### src/rtl/syscall_unit.sv
// syscall_unit
//   Services the SYSCALL instruction from the register file's v0/a0 taps.
//   While a call is in progress the core is stalled; console bytes leave over
//   a valid/ready stream, strings are read one byte at a time from data memory,
//   and exit codes halt the machine until reset.
//   Service codes: 1 print int, 4 print string, 10 exit, 11 print char,
//   17 exit with a0[7:0] (when ENABLE_EXIT2=1).
//
// Ports
//   clk, reset          clock, synchronous active-high reset
//   isSyscall           decode flags SYSCALL (held by core while stall=1)
//   v0, a0              service code and argument taps
//   stall               freeze PC/writeback
//   memReq, memAddr     byte read request and its address
//   memValid, memData   read completion and returned byte
//   charOut, charValid  console byte stream (held until charReady)
//   charReady           console sink ready
//   halted, exitCode    sticky halt flag and exit code
//   badCall             one-cycle pulse on an unknown service code
module syscall_unit #(
  parameter int MAX_STR_LEN  = 256,
  parameter bit ENABLE_EXIT2 = 1'b1
) (
  input  logic        clk,
  input  logic        reset,
  input  logic        isSyscall,
  input  logic [31:0] v0,
  input  logic [31:0] a0,
  output logic        stall,
  output logic        memReq,
  output logic [31:0] memAddr,
  input  logic        memValid,
  input  logic [7:0]  memData,
  output logic [7:0]  charOut,
  output logic        charValid,
  input  logic        charReady,
  output logic        halted,
  output logic [7:0]  exitCode,
  output logic        badCall
);

  typedef enum logic [3:0] {
    S_IDLE,
    S_CHAR,
    S_INT_SIGN,
    S_INT_DIGIT,
    S_INT_EMIT,
    S_STR_REQ,
    S_STR_EMIT,
    S_DONE,
    S_BAD,
    S_HALT
  } state_t;

  state_t      state, state_d;
  logic [7:0]  ch, ch_d;
  logic [31:0] ptr, ptr_d;
  logic [7:0]  exit_q, exit_d;
  logic [31:0] mag, mag_d;
  logic [31:0] cnt, cnt_d;
  logic [3:0]  idx, idx_d;
  logic [3:0]  digit, digit_d;
  logic        started, started_d;
  logic        neg, neg_d;

  function automatic logic [31:0] pow10(input logic [3:0] i);
    case (i)
      4'd0:    pow10 = 32'd1;
      4'd1:    pow10 = 32'd10;
      4'd2:    pow10 = 32'd100;
      4'd3:    pow10 = 32'd1000;
      4'd4:    pow10 = 32'd10000;
      4'd5:    pow10 = 32'd100000;
      4'd6:    pow10 = 32'd1000000;
      4'd7:    pow10 = 32'd10000000;
      4'd8:    pow10 = 32'd100000000;
      4'd9:    pow10 = 32'd1000000000;
      default: pow10 = 32'd1;
    endcase
  endfunction

  // Two's-complement negate read back as unsigned, so -2^31 yields 2^31.
  function automatic logic [31:0] abs32(input logic signed [31:0] x);
    logic signed [31:0] n;
    n = -x;
    abs32 = x[31] ? 32'(n) : 32'(x);
  endfunction

  // Control and the architecturally visible registers are reset.
  always_ff @(posedge clk) begin
    if (reset) begin
      state  <= S_IDLE;
      ch     <= 8'h00;
      ptr    <= 32'h0;
      exit_q <= 8'h00;
    end else begin
      state  <= state_d;
      ch     <= ch_d;
      ptr    <= ptr_d;
      exit_q <= exit_d;
    end
  end

  // Working registers are always loaded at the trigger edge before use.
  always_ff @(posedge clk) begin
    mag     <= mag_d;
    cnt     <= cnt_d;
    idx     <= idx_d;
    digit   <= digit_d;
    started <= started_d;
    neg     <= neg_d;
  end

  always_comb begin
    state_d   = state;
    ch_d      = ch;
    ptr_d     = ptr;
    exit_d    = exit_q;
    mag_d     = mag;
    cnt_d     = cnt;
    idx_d     = idx;
    digit_d   = digit;
    started_d = started;
    neg_d     = neg;

    case (state)
      S_IDLE: begin
        if (isSyscall) begin
          case (v0)
            32'd1: begin
              mag_d     = abs32(a0);
              neg_d     = a0[31];
              ch_d      = 8'h2D;
              idx_d     = 4'd9;
              digit_d   = 4'd0;
              started_d = 1'b0;
              state_d   = S_INT_SIGN;
            end
            32'd4: begin
              ptr_d   = a0;
              cnt_d   = 32'd0;
              state_d = S_STR_REQ;
            end
            32'd11: begin
              ch_d    = a0[7:0];
              state_d = S_CHAR;
            end
            32'd10: begin
              exit_d  = 8'h00;
              state_d = S_HALT;
            end
            32'd17: begin
              if (ENABLE_EXIT2) begin
                exit_d  = a0[7:0];
                state_d = S_HALT;
              end else begin
                state_d = S_BAD;
              end
            end
            default: state_d = S_BAD;
          endcase
        end
      end
      S_CHAR: begin
        if (charReady) state_d = S_DONE;
      end
      S_INT_SIGN: begin
        // Non-negative values skip straight to the digits.
        if (!neg || charReady) state_d = S_INT_DIGIT;
      end
      S_INT_DIGIT: begin
        // Digit found by repeated subtraction, one per cycle.
        if (mag >= pow10(idx)) begin
          mag_d   = mag - pow10(idx);
          digit_d = digit + 4'd1;
        end else if (digit != 4'd0 || started || idx == 4'd0) begin
          ch_d      = 8'h30 + {4'h0, digit};
          started_d = 1'b1;
          state_d   = S_INT_EMIT;
        end else begin
          idx_d = idx - 4'd1;
        end
      end
      S_INT_EMIT: begin
        if (charReady) begin
          if (idx == 4'd0) begin
            state_d = S_DONE;
          end else begin
            idx_d   = idx - 4'd1;
            digit_d = 4'd0;
            state_d = S_INT_DIGIT;
          end
        end
      end
      S_STR_REQ: begin
        if (memValid) begin
          if (memData == 8'h00) begin
            state_d = S_DONE;
          end else begin
            ch_d    = memData;
            state_d = S_STR_EMIT;
          end
        end
      end
      S_STR_EMIT: begin
        if (charReady) begin
          ptr_d = ptr + 32'd1;
          cnt_d = cnt + 32'd1;
          if (cnt + 32'd1 == 32'(MAX_STR_LEN)) state_d = S_DONE;
          else                                 state_d = S_STR_REQ;
        end
      end
      S_DONE:  state_d = S_IDLE;
      S_BAD:   state_d = S_IDLE;
      S_HALT:  state_d = S_HALT;
      default: state_d = S_IDLE;
    endcase
  end

  assign charOut   = ch;
  assign charValid = (state == S_CHAR) || (state == S_INT_SIGN && neg) ||
                     (state == S_INT_EMIT) || (state == S_STR_EMIT);
  assign memReq    = (state == S_STR_REQ);
  assign memAddr   = ptr;
  assign halted    = (state == S_HALT);
  assign exitCode  = exit_q;
  assign badCall   = (state == S_BAD);
  assign stall     = (state != S_IDLE && state != S_DONE && state != S_BAD) ||
                     (state == S_IDLE && isSyscall) || halted;

endmodule

### config.mk
export PLATFORM = sky130hd
export DESIGN_NAME = syscall_unit
export DESIGN_NICKNAME = d
export VERILOG_FILES = /design/src/rtl/syscall_unit.sv
export SDC_FILE = /design/constraint.sdc
export NUM_CORES = 1
export LEC_CHECK = 0
export ABC_AREA = 1
export BUFFER_PORTS_ARGS = -buffer_cell sky130_fd_sc_hd__clkbuf_2
export CAP_MARGIN = 20
export CORE_ASPECT_RATIO = 0.5
export CORE_MARGIN = 8
export CORE_UTILIZATION = 43
export DETAILED_ROUTE_END_ITERATION = 16
export PLACE_DENSITY = 0.58
export REMOVE_ABC_BUFFERS = 1
export SYNTH_ARGS = -nofsm -noshare
export SYNTH_HDL_FRONTEND = slang
export SYNTH_SLANG_ARGS = --single-unit
### constraint.sdc
create_clock -name clk -period 3.6 [get_ports clk]
set_clock_uncertainty 0.1 [all_clocks]
set_input_delay 0 -clock clk [delete_from_list [all_inputs] [get_ports clk]]
set_output_delay 0 -clock clk [all_outputs]
set_load 0.005 [all_outputs]
==> impl_metrics.py, run 1 <==
metrics = {
    "synthesis": {
        "synth_fa_ha_area_share_pct": 5.15,
        "xor_xnor_share_of_the_synthesized_area_pct": 3.64,
        "synth-edff-count": 74,
        "netlist_top_cells_count": "sky130_fd_sc_hd__nand2_1, sky130_fd_sc_hd__nor2_1, sky130_fd_sc_hd__inv_1",
        "synth.most_common_cell": "sky130_fd_sc_hd__nand2_1",
        "synth_largest_type_area_fraction_pct": 20.5,
        "synth_top_family_by_area": "simple AND/OR/NAND/NOR gates",
        "yosys-mux-area-fraction_pct": 0,
        "ys_dominant_reg_cell": "sky130_fd_sc_hd__dfxtp_1",
        "ys_types": 50,
        "synth-async-reset-ratio_pct": 0,
        "yosys.area_share.simple_pct": 32.2,
        "yosys_register_bits": 149,
        "synth.top_cells.by_area": "sky130_fd_sc_hd__edfxtp_1, sky130_fd_sc_hd__nand2_1, sky130_fd_sc_hd__dfxtp_1",
        "netlist_area_sq_um": 10800,
        "yosys.area.top_type": "sky130_fd_sc_hd__edfxtp_1",
        "ys_warn_count": 0,
        "netlist_instances": 1616,
        "seq_area_frac_synth_pct": 34.4,
        "post_synth.cell_area_avg_sq_um": 6.70,
        "synth_area_in_compound_gates_pct": 16.0,
    },
    "timing": {
        "grt_setup_unrepaired": "no",
        "hold_slack_ps": 12.2,
        "setup_tns_ps": 0,
        "shortest_clock_period_the_worst_path_allows_after_layout_ps": 3290,
        "tightest_pin_transition_ps": 800,
        "final-hold-violation-count": 0,
        "slew_headroom_pct": 46.7,
        "slew_limit_fails": 0,
        "layout_setup_ws_ps": 312,
        "min_period_over_period_pct": 91.3,
        "finalSetupViolations": 0,
        "fmaxAchievable_ghz": 0.304,
    },
    "critical_path": {
        "number_of_cells_on_the_critical_path": 22,
        "cell_seen_most_often_among_critical_path_stages": "sky130_fd_sc_hd__nand2_1",
        "critPathMaxFanout": 11,
        "worst_ep_arrival_time_ps": 3520,
        "critical-path-slowest-cell": "sky130_fd_sc_hd__fa_1",
        "critPathKind": "flop to flop",
        "crit-reg2reg-launch": "mag[0]",
        "reg2reg_depth": 22,
        "critical_path.n_buffers_inverters": 4,
        "kind_of_cell_with_the_highest_combined_delay_on_the_critical_path": "simple AND/OR/NAND/NOR gates",
        "worstSetupStartpoint": "mag[0]",
        "cp_cell_sequence": "inv_1 -> ha_1 -> fa_1 -> inv_1 -> nand3_1 -> nand2_1 -> nand2_1 -> nand2_1 -> nand2_1 -> nand3_1 -> nand2_1 -> nand2_1 -> nand2_2 -> nand2_8 -> nand2_1 -> o21ai_2 -> inv_1 -> ha_1 -> inv_1 -> nor2_2 -> nand2_2 -> o21ai_1",
        "reg2reg_slack_ps": 310,
        "crit_path_start_kind": "flop",
        "worst_path_largest_cell_delay_ps": 390,
        "cp-end-kind": "flop",
        "cp.required_ps": 3830,
    },
    "detailed_routing": {
        "drt_first_iter_violations": 1201,
        "via_count": 11447,
        "drt_pass1_iterations": 8,
        "postRouteAntennaNets": 0,
        "viasPerCell": 5.34,
        "post_drt_wl_per_cell_microns": 16.5,
        "drcViolationCount": 0,
        "routed_wl_microns": 35400,
    },
    "placed_design": {
        "gp_congestion": 0.932,
        "place_hpwl_microns": 27300,
        "detailedPlace.worstSlack_ps": 199,
        "place.port_buffers": 129,
    },
    "cts": {
        "postCtsSetupBuffers": 0,
        "htree_num_levels": 4,
        "numCtsBuffers": 17,
        "clkSlewWorstSetupHoldPaths_ps": 60,
        "cts_num_sinks": 149,
        "cts_root_buf": "sky130_fd_sc_hd__clkbuf_16",
        "cts.path.max_buffers": 2,
        "tritoncts": "done",
        "insertion_delay_ps": 450,
    },
    "layout": {
        "diodes": 0,
        "multi_input_area_sq_um": 6190,
        "area.growth.synth_to_final_pct": 19.5,
        "post_route_cells_drive_above_1_share_pct": 12.3,
        "layout.nets": 1906,
        "postLayoutCoreUtil_pct": 51.8,
        "layout.area.seq_sq_um": 3720,
        "fillerInstances": 2582,
    },
    "global_route": {
        "globalRouteOverflowTotal": 0,
        "grt_usage_pct": 22.8,
        "grt_max_degree": 48,
        "number_of_global_route_vias_before_repair": 10698,
        "antenna_found_initial": 0,
        "grt_first_pass_wirelength_microns": 56300,
    },
    "power": {
        "powerDensity_nw_per_um2": 421,
        "static_leakage_uw": 0.00569,
        "irDropWorstVdd_mv": 0.302,
    },
    "floorplanning": {
        "initial_core_util_pct": 43.4,
        "ios": 130,
        "chipWidth_microns": 240,
        "placeableCoreArea_sq_um": 25000,
        "die_h_microns": 128,
        "placementRows": 41,
        "floorplan_die_area_sq_um": 30800,
    },
    "run": {
        "cap_violations": 0,
    },
    "run_status": {
        "outcome": "complete, no violations",
    },
    "min_path": {
        "timing.hold.worst.class": "input pin to flop",
    },
}
==> worst min path at each step <==
stage	start	cells after the start	slack [ps]	endpoint
floorplan	reset	1	-30	exitCode[0]
CTS	v0[6]	6	20	exitCode[6]
finish	v0[23]	8	10	exitCode[0]
detailed placement	a0[8]	3	230	memAddr[8]
global route	memValid	5	90	state[2]
global placement	a0[10]	3	220	memAddr[10]
==> layer usage <==
metal / vias to the layer above / GRT usage [%] / share of wire (%)
met5: - / 0 / 0
met2: 426 / 33.8 / 42
met4: 0 / 6.71 / 2.0
met3: 53 / 4.74 / 6.9
met1: 5294 / 32.8 / 49
li1: 5674 / - / -
==> through the flow <==
stage | std cells | cell area, sq um | total power, uW
after floorplan | 1577 | 10700 | 3080
after global placement | 2063 | 11900 | 3550
after global routing | 2142 | 12900 | 5770
after detailed placement | 2063 | 11900 | 3550
final | 2142 | 12900 | 5450
after CTS | 2138 | 12900 | 5470
==> timing repair <==
| action | 4_1_cts | 5_1_grt |
|---|---|---|
| hold endpoints to repair | 70 | 1 |
| setup endpoints to repair | 0 | 7 |
| gates resized for setup | 0 | 3 |
| hold buffers | 43 | 3 |
==> where the power goes <==
part / total [uW] / internal (uW) / switching [uW]
clock: 1860 / 1110 / 757
combinational: 1630 / 549 / 1080
sequential: 1960 / 1900 / 57.1
==> worst reg2reg max path, stage by stage (launching register included) <==
cell	delay, ps
sky130_fd_sc_hd__edfxtp_1	320
sky130_fd_sc_hd__inv_1	40
sky130_fd_sc_hd__ha_1	210
sky130_fd_sc_hd__fa_1	390
sky130_fd_sc_hd__inv_1	90
sky130_fd_sc_hd__nand3_1	70
sky130_fd_sc_hd__nand2_1	140
sky130_fd_sc_hd__nand2_1	70
sky130_fd_sc_hd__nand2_1	140
sky130_fd_sc_hd__nand2_1	90
sky130_fd_sc_hd__nand3_1	90
sky130_fd_sc_hd__nand2_1	60
sky130_fd_sc_hd__nand2_1	150
sky130_fd_sc_hd__nand2_2	170
sky130_fd_sc_hd__nand2_8	160
sky130_fd_sc_hd__nand2_1	80
sky130_fd_sc_hd__o21ai_2	120
sky130_fd_sc_hd__inv_1	130
sky130_fd_sc_hd__ha_1	210
sky130_fd_sc_hd__inv_1	100
sky130_fd_sc_hd__nor2_2	70
sky130_fd_sc_hd__nand2_2	120
sky130_fd_sc_hd__o21ai_1	80
==> cells by family after synthesis <==
logic type	count (synthesis)
buf+inv	244
fa+ha+maj	44
compound gates	320
flops	149
xor+xnor	45
simple gates	814
==> layout make-up <==
| class | count | share of cell area, % |
|---|---|---|
| Sequential cell | 149 | 28.8 |
| Multi-Input combinational cell | 1223 | 47.9 |
| Inverter | 205 | 5.95 |
| Tap cell | 344 | 3.33 |
| Timing Repair Buffer | 189 | 9.44 |
| Clock buffer | 25 | 4.16 |
| Clock inverter | 7 | 0.503 |
==> layout by cell type (no fill, tap or decap), types with 13 or more instances in the layout <==
cell	count
sky130_fd_sc_hd__clkbuf_2	129
sky130_fd_sc_hd__edfxtp_1	74
sky130_fd_sc_hd__a31oi_1	13
sky130_fd_sc_hd__nand2_1	401
sky130_fd_sc_hd__dlygate4sd3_1	46
sky130_fd_sc_hd__xor2_1	33
sky130_fd_sc_hd__dfxtp_1	75
sky130_fd_sc_hd__nand3_1	84
sky130_fd_sc_hd__o21ai_0	115
sky130_fd_sc_hd__nor3_1	37
sky130_fd_sc_hd__inv_1	197
sky130_fd_sc_hd__nor2_1	211
sky130_fd_sc_hd__a21oi_1	145
sky130_fd_sc_hd__ha_1	43
sky130_fd_sc_hd__clkbuf_16	19
sky130_fd_sc_hd__nand4_1	21
Power figures use the tool's default switching activity.
==> inputs of run 2 (changes only) <==
--- a/config.mk
+++ b/config.mk
@@ -13,4 +13,5 @@
 export CORE_UTILIZATION = 43
 export DETAILED_ROUTE_END_ITERATION = 16
+export GPL_TIMING_DRIVEN = 0
 export PLACE_DENSITY = 0.58
 export REMOVE_ABC_BUFFERS = 1
==> constraint.sdc (replaced) <==
create_clock -name clk -period 3.6 [get_ports clk]
set_clock_uncertainty 0.1 [all_clocks]
set_input_delay 0.54 -clock clk [delete_from_list [all_inputs] [get_ports clk]]
set_output_delay 0.54 -clock clk [all_outputs]
set_load 0.005 [all_outputs]
==> impl_metrics.py, run 2 (synthesized netlist as in run 1, its figures left out) <==
metrics = {
    "run_status": {
        "outcome": "complete, no violations",
    },
    "run": {
        "cap_violations": 0,
    },
    "cts": {
        "cts.path.max_buffers": 2,
        "htree_num_levels": 4,
        "cts_root_buf": "sky130_fd_sc_hd__clkbuf_16",
        "clkSlewWorstSetupHoldPaths_ps": 70,
        "hold_buffers": 0,
        "insertion_delay_ps": 440,
        "numCtsBuffers": 17,
        "tritoncts": "done",
        "cts_num_sinks": 149,
    },
    "timing": {
        "tightest_pin_transition_ps": 978,
        "slew_limit_fails": 0,
        "setup_tns_ps": 0,
        "min_period_over_period_pct": 95.0,
        "grt_setup_unrepaired": "no",
        "final-hold-violation-count": 0,
        "layout_setup_ws_ps": 179,
        "fmaxAchievable_ghz": 0.292,
        "slew_headroom_pct": 34.3,
        "shortest_clock_period_the_worst_path_allows_after_layout_ps": 3420,
        "hold_slack_ps": 287,
        "finalSetupViolations": 0,
    },
    "detailed_routing": {
        "drt_first_iter_violations": 963,
        "drt_pass1_iterations": 7,
        "viasPerCell": 5.35,
        "via_count": 11212,
        "postRouteAntennaNets": 0,
        "routed_wl_microns": 34000,
        "drcViolationCount": 0,
        "post_drt_wl_per_cell_microns": 16.3,
    },
    "placed_design": {
        "place.port_buffers": 129,
        "place_hpwl_microns": 25900,
        "gp_congestion": 0.942,
        "placedCellCount": 2054,
        "detailedPlace.worstSlack_ps": -283,
    },
    "layout": {
        "post_layout_nonfiller_instances": 2094,
        "area.growth.synth_to_final_pct": 15.6,
        "postLayoutCoreUtil_pct": 50.1,
        "layout.nets": 1858,
        "layout_commonest_cell": "sky130_fd_sc_hd__nand2_1",
        "fillerInstances": 2549,
        "diodes": 0,
        "layout_common_cells": "sky130_fd_sc_hd__nand2_1, sky130_fd_sc_hd__nor2_1, sky130_fd_sc_hd__inv_1, sky130_fd_sc_hd__a21oi_1, sky130_fd_sc_hd__clkbuf_2",
        "layout.area.seq_sq_um": 3720,
        "multi_input_area_sq_um": 6220,
        "post_route_cells_drive_above_1_share_pct": 12.8,
    },
    "critical_path": {
        "cell_seen_most_often_among_critical_path_stages": "sky130_fd_sc_hd__inv_1",
        "critPathKind": "flop to flop",
        "cp_cell_sequence": "inv_1 -> ha_1 -> a21oi_1 -> o21ai_0 -> nand3_1 -> nand2_1 -> nor2_2 -> nand2_1 -> nand2_2 -> nand2_8 -> o21ai_2 -> inv_1 -> ha_1 -> inv_1 -> nor2_2 -> nand2_2 -> o21ai_1",
        "kind_of_cell_with_the_highest_combined_delay_on_the_critical_path": "simple AND/OR/NAND/NOR gates",
        "cp-end-kind": "flop",
        "critical-path-slowest-cell": "sky130_fd_sc_hd__ha_1",
        "critical_path.n_buffers_inverters": 3,
        "cp.required_ps": 3830,
        "crit_path_start_kind": "flop",
        "critPathMaxFanout": 9,
        "worst_ep_arrival_time_ps": 3650,
        "worst_path_largest_cell_delay_ps": 350,
    },
    "global_route": {
        "grt_max_degree": 49,
        "grt_first_pass_wirelength_microns": 53600,
        "antenna_found_initial": 0,
        "number_of_global_route_vias_before_repair": 10476,
        "grt_usage_pct": 21.7,
        "globalRouteOverflowTotal": 0,
    },
    "power": {
        "static_leakage_uw": 0.00550,
        "irDropWorstVdd_mv": 0.290,
        "powerDensity_nw_per_um2": 431,
    },
    "floorplanning": {
        "floorplan_die_area_sq_um": 30800,
        "placementRows": 41,
        "initial_core_util_pct": 43.4,
        "chipWidth_microns": 240,
        "placeableCoreArea_sq_um": 25000,
        "ios": 130,
        "die_h_microns": 128,
    },
    "min_path": {
        "timing.hold.worst.class": "input pin to flop",
    },
}
-- run 2: worst register-to-register path, cell delays in order (launching register included) --
cell	delay, ps
sky130_fd_sc_hd__dfxtp_1	300
sky130_fd_sc_hd__inv_1	260
sky130_fd_sc_hd__ha_1	360
sky130_fd_sc_hd__a21oi_1	220
sky130_fd_sc_hd__o21ai_0	150
sky130_fd_sc_hd__nand3_1	100
sky130_fd_sc_hd__nand2_1	110
sky130_fd_sc_hd__nor2_2	290
sky130_fd_sc_hd__nand2_1	120
sky130_fd_sc_hd__nand2_2	180
sky130_fd_sc_hd__nand2_8	100
sky130_fd_sc_hd__o21ai_2	290
sky130_fd_sc_hd__inv_1	140
sky130_fd_sc_hd__ha_1	210
sky130_fd_sc_hd__inv_1	110
sky130_fd_sc_hd__nor2_2	70
sky130_fd_sc_hd__nand2_2	120
sky130_fd_sc_hd__o21ai_1	80
-- run 2: power breakdown --
| group | switching (uW) | leakage [uW] | total, uW | internal [uW] |
|---|---|---|---|---|
| clock | 792 | 0.000293 | 1830 | 1030 |
| combinational | 1090 | 0.00393 | 1620 | 535 |
| sequential | 54.8 | 0.00128 | 1960 | 1900 |
| total | 1930 | 0.00550 | 5400 | 3470 |
-- run 2: layout make-up --
type	instances	area share, %
sequential	149	29.7
timing repair inverter	1	0.0400
timing repair buffer	139	6.17
tap	344	3.44
clock inverter	10	0.639
clock buffer	22	4.14
multi-input combinational	1224	49.7
inverter	205	6.19
-- run 2: stage by stage --
| step | instance area [sq um] | total power [uW] |
|---|---|---|
| finish | 12500 | 5400 |
| detailed placement | 11800 | 3540 |
| floorplan | 10700 | 3080 |
| CTS | 12500 | 5390 |
| global route | 12500 | 5730 |
| global placement | 11700 | 3520 |
-- run 2: timing repair --
| item | CTS | global route |
|---|---|---|
| gates cloned | 1 | 1 |
| resized for setup | 3 | 5 |
| hold endpoints to repair | 0 | 0 |
| pin swaps | 1 | 1 |
| setup endpoints to repair | 51 | 45 |
| setup buffers | 0 | 6 |
-- run 2: worst paths after layout --
| check | startpoint | endpoint | slack [ps] | cells after the start |
|---|---|---|---|---|
| hold / removal | a0[10] | memAddr[10] | 290 | 3 |
| setup / recovery | flop | flop | 180 | 17 |
| hold reg to reg | charOut[1] | charOut[1] | 350 | 2 |
| setup reg to reg | flop | flop | 180 | 17 |
-- run 2: routing by layer --
metal | vias up | GRT usage, % | share of wire (%)
li1 | 5611 | - | -
met1 | 5219 | 30.4 | 48
met5 | - | 0 | 0
met2 | 365 | 33.5 | 44
met3 | 17 | 5.84 | 7.0
met4 | 0 | 3.69 | 0.74
==> inputs of run 3 (changes only) <==
Settings changed: CORE_UTILIZATION 43 to 48, PLACE_DENSITY 0.58 to 0.64.
==> impl_metrics.py, run 3 (synthesized netlist as in run 1, its figures left out) <==
metrics = {
    "floorplanning": {
        "placeableCoreArea_sq_um": 21900,
        "die_h_microns": 122,
        "ios": 130,
        "initial_core_util_pct": 49.4,
        "chipWidth_microns": 228,
        "floorplan_die_area_sq_um": 27900,
        "placementRows": 38,
    },
    "detailed_routing": {
        "drt_pass1_iterations": 5,
        "met1_wirelength_microns": 16500,
        "dr_wl_met3_microns": 2470,
        "postRouteAntennaNets": 0,
        "drcViolationCount": 0,
        "viasPerCell": 5.52,
        "highest_metal_layer_used_by_the_detailed_router": "met4",
        "detailroute.wirelength.met2_microns": 14800,
        "via_count": 11280,
        "routed_wl_microns": 34200,
        "drt_first_iter_violations": 1001,
        "post_drt_wl_per_cell_microns": 16.7,
    },
    "cts": {
        "tritoncts": "done",
        "clkSlewWorstSetupHoldPaths_ps": 60,
        "insertion_delay_ps": 440,
        "postCtsSetupBuffers": 0,
        "htree_num_levels": 4,
        "numCtsBuffers": 17,
        "cts_root_buf": "sky130_fd_sc_hd__clkbuf_16",
        "cts.path.max_buffers": 2,
        "cts_num_sinks": 149,
    },
    "timing": {
        "min_period_over_period_pct": 92.4,
        "final-hold-violation-count": 0,
        "fmaxAchievable_ghz": 0.301,
        "finalSetupViolations": 0,
        "shortest_clock_period_the_worst_path_allows_after_layout_ps": 3330,
        "tightest_pin_transition_ps": 972,
        "slew_headroom_pct": 34.7,
        "grt_setup_unrepaired": "no",
        "hold_slack_ps": 328,
        "slew_limit_fails": 0,
    },
    "global_route": {
        "globalRouteOverflowTotal": 0,
        "antenna_found_initial": 3,
        "grt_usage_pct": 23.9,
        "number_of_global_route_vias_before_repair": 10562,
        "grt_first_pass_wirelength_microns": 54400,
        "grt_max_degree": 83,
    },
    "layout": {
        "finalInstanceArea_sq_um": 12500,
        "postLayoutCoreUtil_pct": 56.9,
        "layout.nets": 1851,
        "layout_commonest_cell": "sky130_fd_sc_hd__nand2_1",
        "layout_common_cells": "sky130_fd_sc_hd__nand2_1, sky130_fd_sc_hd__nor2_1, sky130_fd_sc_hd__inv_1, sky130_fd_sc_hd__a21oi_1, sky130_fd_sc_hd__clkbuf_2",
        "post_route_cells_drive_above_1_share_pct": 12.3,
        "area.growth.synth_to_final_pct": 15.1,
    },
    "power": {
        "powerDensity_nw_per_um2": 437,
        "static_leakage_uw": 0.00546,
        "totalPowerFinal_uw": 5440,
        "irDropWorstVdd_mv": 0.317,
    },
    "min_path": {
        "timing.hold.worst.class": "input pin to flop",
        "min_path_cells": 3,
        "holdCritStartpoint": "a0[13]",
        "hold_crit_endpoint": "memAddr[13]",
    },
    "critical_path": {
        "worst_ep_arrival_time_ps": 3590,
        "reg2reg_slack_ps": 270,
        "cp-end-kind": "flop",
        "timing.rr.end": "state[1]",
        "crit-reg2reg-launch": "cnt[0]",
        "critPathMaxFanout": 11,
        "critPathKind": "flop to flop",
        "reg2reg_depth": 15,
        "crit_path_start_kind": "flop",
        "cp.required_ps": 3870,
    },
    "run_status": {
        "outcome": "complete, no violations",
    },
    "placed_design": {
        "gp_congestion": 0.943,
        "place_hpwl_microns": 26000,
        "placed_area_sq_um": 11700,
        "place.port_buffers": 129,
    },
    "run": {
        "cap_violations": 0,
    },
}
[run 3: changes by cell type in the layout (fill, tap and decap cells not counted), sizes merged]
| cell | before | now |
|---|---|---|
| buf | 10 | 2 |
| bufinv | 0 | 2 |
| clkbuf | 151 | 152 |
| clkinv | 7 | 6 |
| diode | 0 | 2 |
| inv | 206 | 204 |
| nor2 | 225 | 226 |
[run 3: worst max-delay path by stage]
| stage | start | slack (ps) | endpoint | cells past startpoint |
|---|---|---|---|---|
| floorplan | state[3] | -1000 | memAddr[7] | 11 |
| global placement | state[3] | -3400 | memAddr[7] | 11 |
| detailed placement | state[3] | -1020 | memAddr[7] | 11 |
| CTS | mag[23] | 1 | flop | 16 |
| global route | cnt[0] | 10 | state[1] | 15 |
| finish | cnt[0] | 270 | state[1] | 15 |
[run 3: layer usage]
layer,global-route usage [%],vias to the layer above
li1,-,5574
met1,33.8,5264
met2,36.8,400
met3,5.37,42
met4,6.42,0
met5,0,-
[run 3: cell type report]
class / instances / area [sq um]
antenna: 2 / 5.00
clock buffer: 23 / 522
clock inverter: 9 / 86.3
fill: 2126 / 9460
inverter: 205 / 802
multi-input combinational: 1225 / 6250
sequential: 149 / 3720
tap: 300 / 375
timing repair buffer: 131 / 688
timing repair inverter: 1 / 5.00
[run 3: what timing repair did]
item	CTS	global route
pin swaps	1	0
gates resized for setup	8	7
endpoints found under the setup margin	78	17
hold buffers	0	0
hold endpoints to repair	0	0
gates cloned	2	1
[run 3: power by group]
part	total (uW)	internal [uW]	switching, uW
registers	1950	1900	52.1
clock network	1850	1100	758
logic	1630	521	1110
[run 3: through the flow]
| stage | setup WS (ps) | TNS, ps | std cells |
|---|---|---|---|
| global placement | -3400 | -202700 | 2006 |
| CTS | 1.07 | 0 | 2042 |
| global route | 14.1 | 0 | 2045 |
| floorplan | -1000 | -48940 | 1577 |
| detailed placement | -1020 | -49270 | 2008 |
| finish | 274 | 0 | 2045 |
[run 3: critical path: stages, from the launching register on]
cell	delay [ps]
sky130_fd_sc_hd__edfxtp_1	620
sky130_fd_sc_hd__ha_1	320
sky130_fd_sc_hd__nand2_1	70
sky130_fd_sc_hd__nor2_1	580
sky130_fd_sc_hd__nand3_1	260
sky130_fd_sc_hd__nor2_1	340
sky130_fd_sc_hd__nand2_1	130
sky130_fd_sc_hd__o21ai_1	130
sky130_fd_sc_hd__nand2_1	60
sky130_fd_sc_hd__inv_1	70
sky130_fd_sc_hd__nand2_1	50
sky130_fd_sc_hd__nor2_1	160
sky130_fd_sc_hd__nand3_1	100
sky130_fd_sc_hd__nand2_1	80
sky130_fd_sc_hd__nand2_1	50
sky130_fd_sc_hd__a21oi_1	120
